`src/rtl/lpgbt_fec_pkg.sv`:
```
// Shared GF(2^3) constants and helpers for the lpGBT downlink RS(7,5) decoder.
package lpgbt_fec_pkg;

    localparam int         GF8_W    = 3;
    localparam logic [3:0] GF8_PRIM = 4'b1011;

    localparam logic [GF8_W-1:0] ALPHA_POW [0:6] = '{
        3'b001, 3'b010, 3'b100, 3'b011, 3'b110, 3'b111, 3'b101
    };

    localparam int RS_DN_N = 7;
    localparam int RS_DN_K = 5;

    typedef logic [GF8_W-1:0] gf8_t;

    typedef struct packed {
        gf8_t s1;
        gf8_t s2;
        logic err;
    } synd_t;

    // x*a: shift left and fold the overflow bit back through the low terms of the primitive poly
    function automatic gf8_t gf8_mul_alpha(input gf8_t a);
        return {a[GF8_W-2:0], 1'b0} ^ (a[GF8_W-1] ? GF8_PRIM[GF8_W-1:0] : gf8_t'(0));
    endfunction

endpackage

```
`src/rtl/rs7_5_syndrome_serial_gf.sv`:
```
// GF(2^3) building blocks: constant multiply by alpha^POW and field addition.
module gf_mul_alpha_3
    import lpgbt_fec_pkg::*;
#(
    parameter int POW = 1
) (
    input  logic [GF8_W-1:0] a,
    output logic [GF8_W-1:0] y
);

    always_comb begin
        y = a;
        for (int i = 0; i < POW; i++) begin
            y = gf8_mul_alpha(y);
        end
    end

endmodule

module gf_add_3
    import lpgbt_fec_pkg::*;
(
    input  logic [GF8_W-1:0] a,
    input  logic [GF8_W-1:0] b,
    output logic [GF8_W-1:0] y
);

    assign y = a ^ b;

endmodule

```
`src/rtl/rs7_5_syndrome_serial.sv`:
```
// Serial Horner-rule syndrome stage (S1, S2) of the RS(7,5) downlink decoder with a
// one-entry valid/ready output slice and a saturating error-frame counter.
module rs7_5_syndrome_serial
    import lpgbt_fec_pkg::*;
#(
    parameter int N_SYM     = 7,
    parameter int ERR_CNT_W = 16
) (
    input  logic                 clk,
    input  logic                 rst,
    input  logic [GF8_W-1:0]     sym_i,
    input  logic                 sym_valid_i,
    input  logic                 sym_sof_i,
    output logic                 sym_ready_o,
    output logic [GF8_W-1:0]     synd1_o,
    output logic [GF8_W-1:0]     synd2_o,
    output logic                 synd_err_o,
    output logic                 synd_valid_o,
    input  logic                 synd_ready_i,
    output logic                 abort_o,
    output logic [ERR_CNT_W-1:0] err_cnt_o
);

    localparam int               IDX_W    = 3;
    localparam logic [IDX_W-1:0] IDX_LAST = IDX_W'(N_SYM - 1);

    localparam logic [0:0] ST_EMPTY = 1'b0;
    localparam logic [0:0] ST_FULL  = 1'b1;

    logic [IDX_W-1:0] idx;
    logic [0:0]       state;
    gf8_t             s1, s2;
    gf8_t             s1_sh, s2_sh, s1_fb, s2_fb, s1_nxt, s2_nxt;
    synd_t            slice;

    logic acc, restart, at_last, complete, consume, abort_nxt, err_nxt;

    gf_mul_alpha_3 #(.POW(1)) u_mul1 (.a(s1), .y(s1_sh));
    gf_mul_alpha_3 #(.POW(2)) u_mul2 (.a(s2), .y(s2_sh));

    gf_add_3 u_add1 (.a(s1_sh), .b(sym_i), .y(s1_fb));
    gf_add_3 u_add2 (.a(s2_sh), .b(sym_i), .y(s2_fb));

    assign at_last     = (idx == IDX_LAST);
    assign consume     = synd_valid_o & synd_ready_i;
    // Only the completing symbol has to wait for room in the slice
    assign sym_ready_o = !(synd_valid_o && !synd_ready_i && at_last);
    assign acc         = sym_valid_i & sym_ready_o;

    assign restart   = sym_sof_i || (idx == '0);
    assign complete  = acc && at_last && !sym_sof_i;
    assign abort_nxt = acc && sym_sof_i && (idx != '0);

    assign s1_nxt  = restart ? sym_i : s1_fb;
    assign s2_nxt  = restart ? sym_i : s2_fb;
    assign err_nxt = (s1_nxt | s2_nxt) != '0;

    always_ff @(posedge clk) begin
        if (rst) begin
            idx <= '0;
            s1  <= '0;
            s2  <= '0;
        end else if (acc) begin
            s1 <= s1_nxt;
            s2 <= s2_nxt;
            if (sym_sof_i)
                idx <= IDX_W'(1);
            else if (at_last)
                idx <= '0;
            else
                idx <= idx + 1'b1;
        end
    end

    always_ff @(posedge clk) begin
        if (rst) begin
            state <= ST_EMPTY;
            slice <= '0;
        end else begin
            case (state)
                ST_EMPTY: if (complete) state <= ST_FULL;
                ST_FULL:  if (consume && !complete) state <= ST_EMPTY;
                default:  state <= ST_EMPTY;
            endcase
            if (complete)
                slice <= '{s1: s1_nxt, s2: s2_nxt, err: err_nxt};
        end
    end

    always_ff @(posedge clk) begin
        if (rst) begin
            abort_o   <= 1'b0;
            err_cnt_o <= '0;
        end else begin
            abort_o <= abort_nxt;
            if (complete && err_nxt && (err_cnt_o != '1))
                err_cnt_o <= err_cnt_o + 1'b1;
        end
    end

    assign synd_valid_o = (state == ST_FULL);
    assign synd1_o      = slice.s1;
    assign synd2_o      = slice.s2;
    assign synd_err_o   = slice.err;

endmodule

```
`config.mk`:
```
export PLATFORM = sky130hd
export DESIGN_NAME = rs7_5_syndrome_serial
export DESIGN_NICKNAME = d
export VERILOG_FILES = /design/src/rtl/lpgbt_fec_pkg.sv /design/src/rtl/rs7_5_syndrome_serial_gf.sv /design/src/rtl/rs7_5_syndrome_serial.sv
export SDC_FILE = /design/constraint.sdc
export NUM_CORES = 1
export LEC_CHECK = 0
export ABC_CLOCK_PERIOD_IN_PS = 7650
export BUFFER_PORTS_ARGS = -buffer_cell sky130_fd_sc_hd__clkbuf_2
export CAP_MARGIN = 20
export CORE_MARGIN = 2
export CORE_UTILIZATION = 55
export DETAILED_ROUTE_END_ITERATION = 7
export HOLD_SLACK_MARGIN = 0.1
export PLACE_DENSITY = 0.79
export SKIP_CTS_REPAIR_TIMING = 1
export SLEW_MARGIN = 40
export SYNTH_ARGS = -nofsm -noshare
export SYNTH_HDL_FRONTEND = slang
export SYNTH_SLANG_ARGS = --single-unit
```
`constraint.sdc`:
```
create_clock -name clk -period 7.65 [get_ports clk]
set_clock_uncertainty 0.05 [all_clocks]
set_input_delay 1.9125 -clock clk [delete_from_list [all_inputs] [get_ports clk]]
set_output_delay 1.9125 -clock clk [all_outputs]
set_load 0.01 [all_outputs]
```
==> flow_summary_export.csv <==
group,metric,value,unit
clocking,cts-root-buf,"clkbuf_4",
cells_and_area,final_layout_size_suffix_gt1_frac,0.1983,
setup_path,cp_common_cell,"clkbuf_2",
cells_and_area,register_area,680.7,um^2
clocking,clk_pin_slew_worst_paths,110,ps
sta,period_share,0.5554,
place,hpwl,2433,um
synthesis,synthTopCellsByArea,"dfxtp_1, a211oi_1, nor2_1, a21oi_1, o31ai_1",
floorplan,die_h,61.14,um
floorplan,initial_utilization,0.5833,
global_routing,track_usage,0.2076,
setup_path,endpoint_kind,"primary output",
global_routing,grt_pass1_wl,5885,um
cells_and_area,fin_nets,245,
sta,worst_hold_slack,414.6,ps
sta,max_freq,235.4,MHz
pwr,power_leakage,0.7009,nW
synthesis,syn_avg_cell_area,8.469,um^2
sta,rsz0062_at_grt,"no",
setup_path,cp_slowest_cell,"nand3b_1",
flow_run,maxCapViolations,0,
sta,setup_viol,0,
synthesis,synth_edf_count,0,
place,placed_area,1934,um^2
place,place_congestion,0.8454,
cells_and_area,synthToLayoutAreaGrowth,13.94,%
floorplan,core_area,3078,um^2
drt,routed_via_density,5.854,
synthesis,ys_seq_elements,34,
setup_path,cp-start-kind,"primary input",
setup_path,crit_fanout,2,
sta,worstMarginPinSlew,762.4,ps
synthesis,yosysWarningCount,0,
drt,wire_per_inst,12.78,um
sta,fin_crit,4249,ps
synthesis,syn_area,1795,um^2
synthesis,ys.flop_type,"dfxtp_1",
global_routing,antenna_found_initial,0,
synthesis,ys_async_sr_fraction,0,
synthesis,yosys.area.top_type,"dfxtp_1",
synthesis,synth_top_area_frac,0.3791,
setup_path,worst-setup-path-type,"in2out",
sta,slew_headroom,0.4917,
setup_path,cp_cell_sequence,"clkbuf_2, nand3b_1, clkbuf_2",
drt,ant_nets,0,
setup_path,reg2reg_depth,6,
synthesis,syn_nets,221,
setup_path,worst_ep_required_time,5690,ps
clocking,cts_tree,"yes",
pwr,ir_drop,0.1368,mV
global_routing,grt_max_degree,38,
sta,hold_violations,0,
worst_hold_path,hp-class,"reg2reg",
sta,tns,0,ps
cells_and_area,diodes,0,
pwr,power_density,188.1,nW/um^2
global_routing,grt-ovfl-total,0,
clocking,worstSkewPairLatency,330,ps
floorplan,fp-row-count,20,
cells_and_area,multi_input_area,1030,um^2
global_routing,grt_pass1_vias,1344,
synthesis,ys_seq_area_frac,0.3791,
drt,drt-total-wl,3591,um
cells_and_area,final_area,2046,um^2
synthesis,yosysUniqueCellTypes,46,
clocking,clock_path_buffers,2,
clocking,cts_buffers,5,
drt,dr_total_vias,1645,
cells_and_area,n_fill_cell,272,
drt,drt_first_pass_iters,4,
place,io_buffers,33,
floorplan,pin_count,34,
floorplan,dieArea,3737,um^2
outcome,status,"completed",
drt,drt_iter0_markers,78,
sta,final_max_slew_viol_count,0,
floorplan,die_w,61.14,um
clocking,cts.sinks,34,
setup_path,cp_data_arrival_time,2290,ps
worst_hold_path,holdPathStages,2,
clocking,cts_max_level,2,
setup_path,slowest_delay,150,ps
drt,drc,0,
synthesis,syn_inst,212,
routing by layer:
layer | global-route usage | wire length, um | part of all wire | up-vias
met5 | 0 | 0 | 0 | -
met4 | 0.07764 | 37 | 0.010 | 0
met3 | 0.03782 | 175 | 0.049 | 4
met2 | 0.3191 | 1659 | 0.46 | 41
met1 | 0.2902 | 1719 | 0.48 | 766
li1 | - | - | - | 834
cell usage in the layout, fill, tap and decap left out, drive strengths merged, types with 3 or more instances in the layout:
master / n
xor2: 6
dfxtp: 34
nor3: 5
or3: 3
a31oi: 3
xnor2: 8
nand2: 13
nand2b: 5
o31ai: 10
a211oi: 15
clkbuf: 39
nand3: 9
a21oi: 16
nor2: 26
or4: 9
cells by family after synthesis:
| kind of cell | after synthesis | share of synthesized area |
|---|---|---|
| mux | 3 | 0.01812 |
| xor+xnor | 14 | 0.06829 |
| buf+inv | 17 | 0.04738 |
| flops | 34 | 0.3791 |
| compound gates | 52 | 0.1986 |
| fa+ha+maj | 1 | 0.006968 |
| simple gates | 91 | 0.2815 |
through the flow:
| stage | setup slack (ps) | util | cells | power, W |
|---|---|---|---|---|
| 3_3_place_gp | 3415 | 0.6285 | 273 | 0.0002163 |
| 5_1_grt | 3362 | 0.6646 | 281 | 0.0003982 |
| 3_5_place_dp | 3405 | 0.6285 | 273 | 0.0002172 |
| 2_1_floorplan | 3582 | - | 212 | 0.0002109 |
| 4_1_cts | 3400 | 0.6646 | 281 | 0.0003888 |
| 6_report | 3401 | 0.6646 | 281 | 0.0003848 |
state kept, by name, indices dropped and copies added (netlist names):
signal,cells
err_cnt_o,16
idx,3
s1,3
s2,3
synd1_o,3
synd2_o,3
abort_o,1
synd_err_o,1
synd_valid_o,1
area by class of cell:
cell class              count  share of cell area
clock buffers               6             0.02508
clock inverters             2             0.02936
inverters                   1            0.001835
multi-input cells         161              0.5034
flip-flops and latches     34              0.3327
well taps                  44             0.02691
repair buffers             33             0.08073
power breakdown:
group	internal, W	switching, W	leakage (nW)
Clock	0.000111	0.0000605	0.0585
Sequential	0.000180	0.00000476	0.276
Combinational	0.0000116	0.0000170	0.367
Total	0.000303	0.0000823	0.701
cell usage after synthesis (3+ instances only):
| cell type | count |
|---|---|
| a211oi_1 | 14 |
| a21oi_1 | 16 |
| a31oi_1 | 3 |
| buf_2 | 5 |
| clkbuf_1 | 8 |
| dfxtp_1 | 34 |
| nand2_1 | 13 |
| nand2b_1 | 5 |
| nand3_1 | 9 |
| nor2_1 | 26 |
| nor3_1 | 4 |
| o31ai_1 | 10 |
| or3_1 | 3 |
| or4_1 | 9 |
| xnor2_1 | 8 |
| xor2_1 | 6 |
worst max-delay path: cells and delay by family:
| family | cells | cell delay, ps |
|---|---|---|
| buf+inv | 2 | 210 |
| simple gates | 1 | 150 |
path summary, 6_finish.rpt:
| kind | start | to | slack (ps) |
|---|---|---|---|
| setup / recovery | synd_ready_i | sym_ready_o | 3400 |
| hold / removal | synd_err_o | synd_err_o | 410 |
| setup reg to reg | idx[1] | err_cnt_o[5] | 5040 |
| hold reg to reg | synd_err_o | synd_err_o | 410 |
No activity file was read; power rests on OpenSTA's default activity.
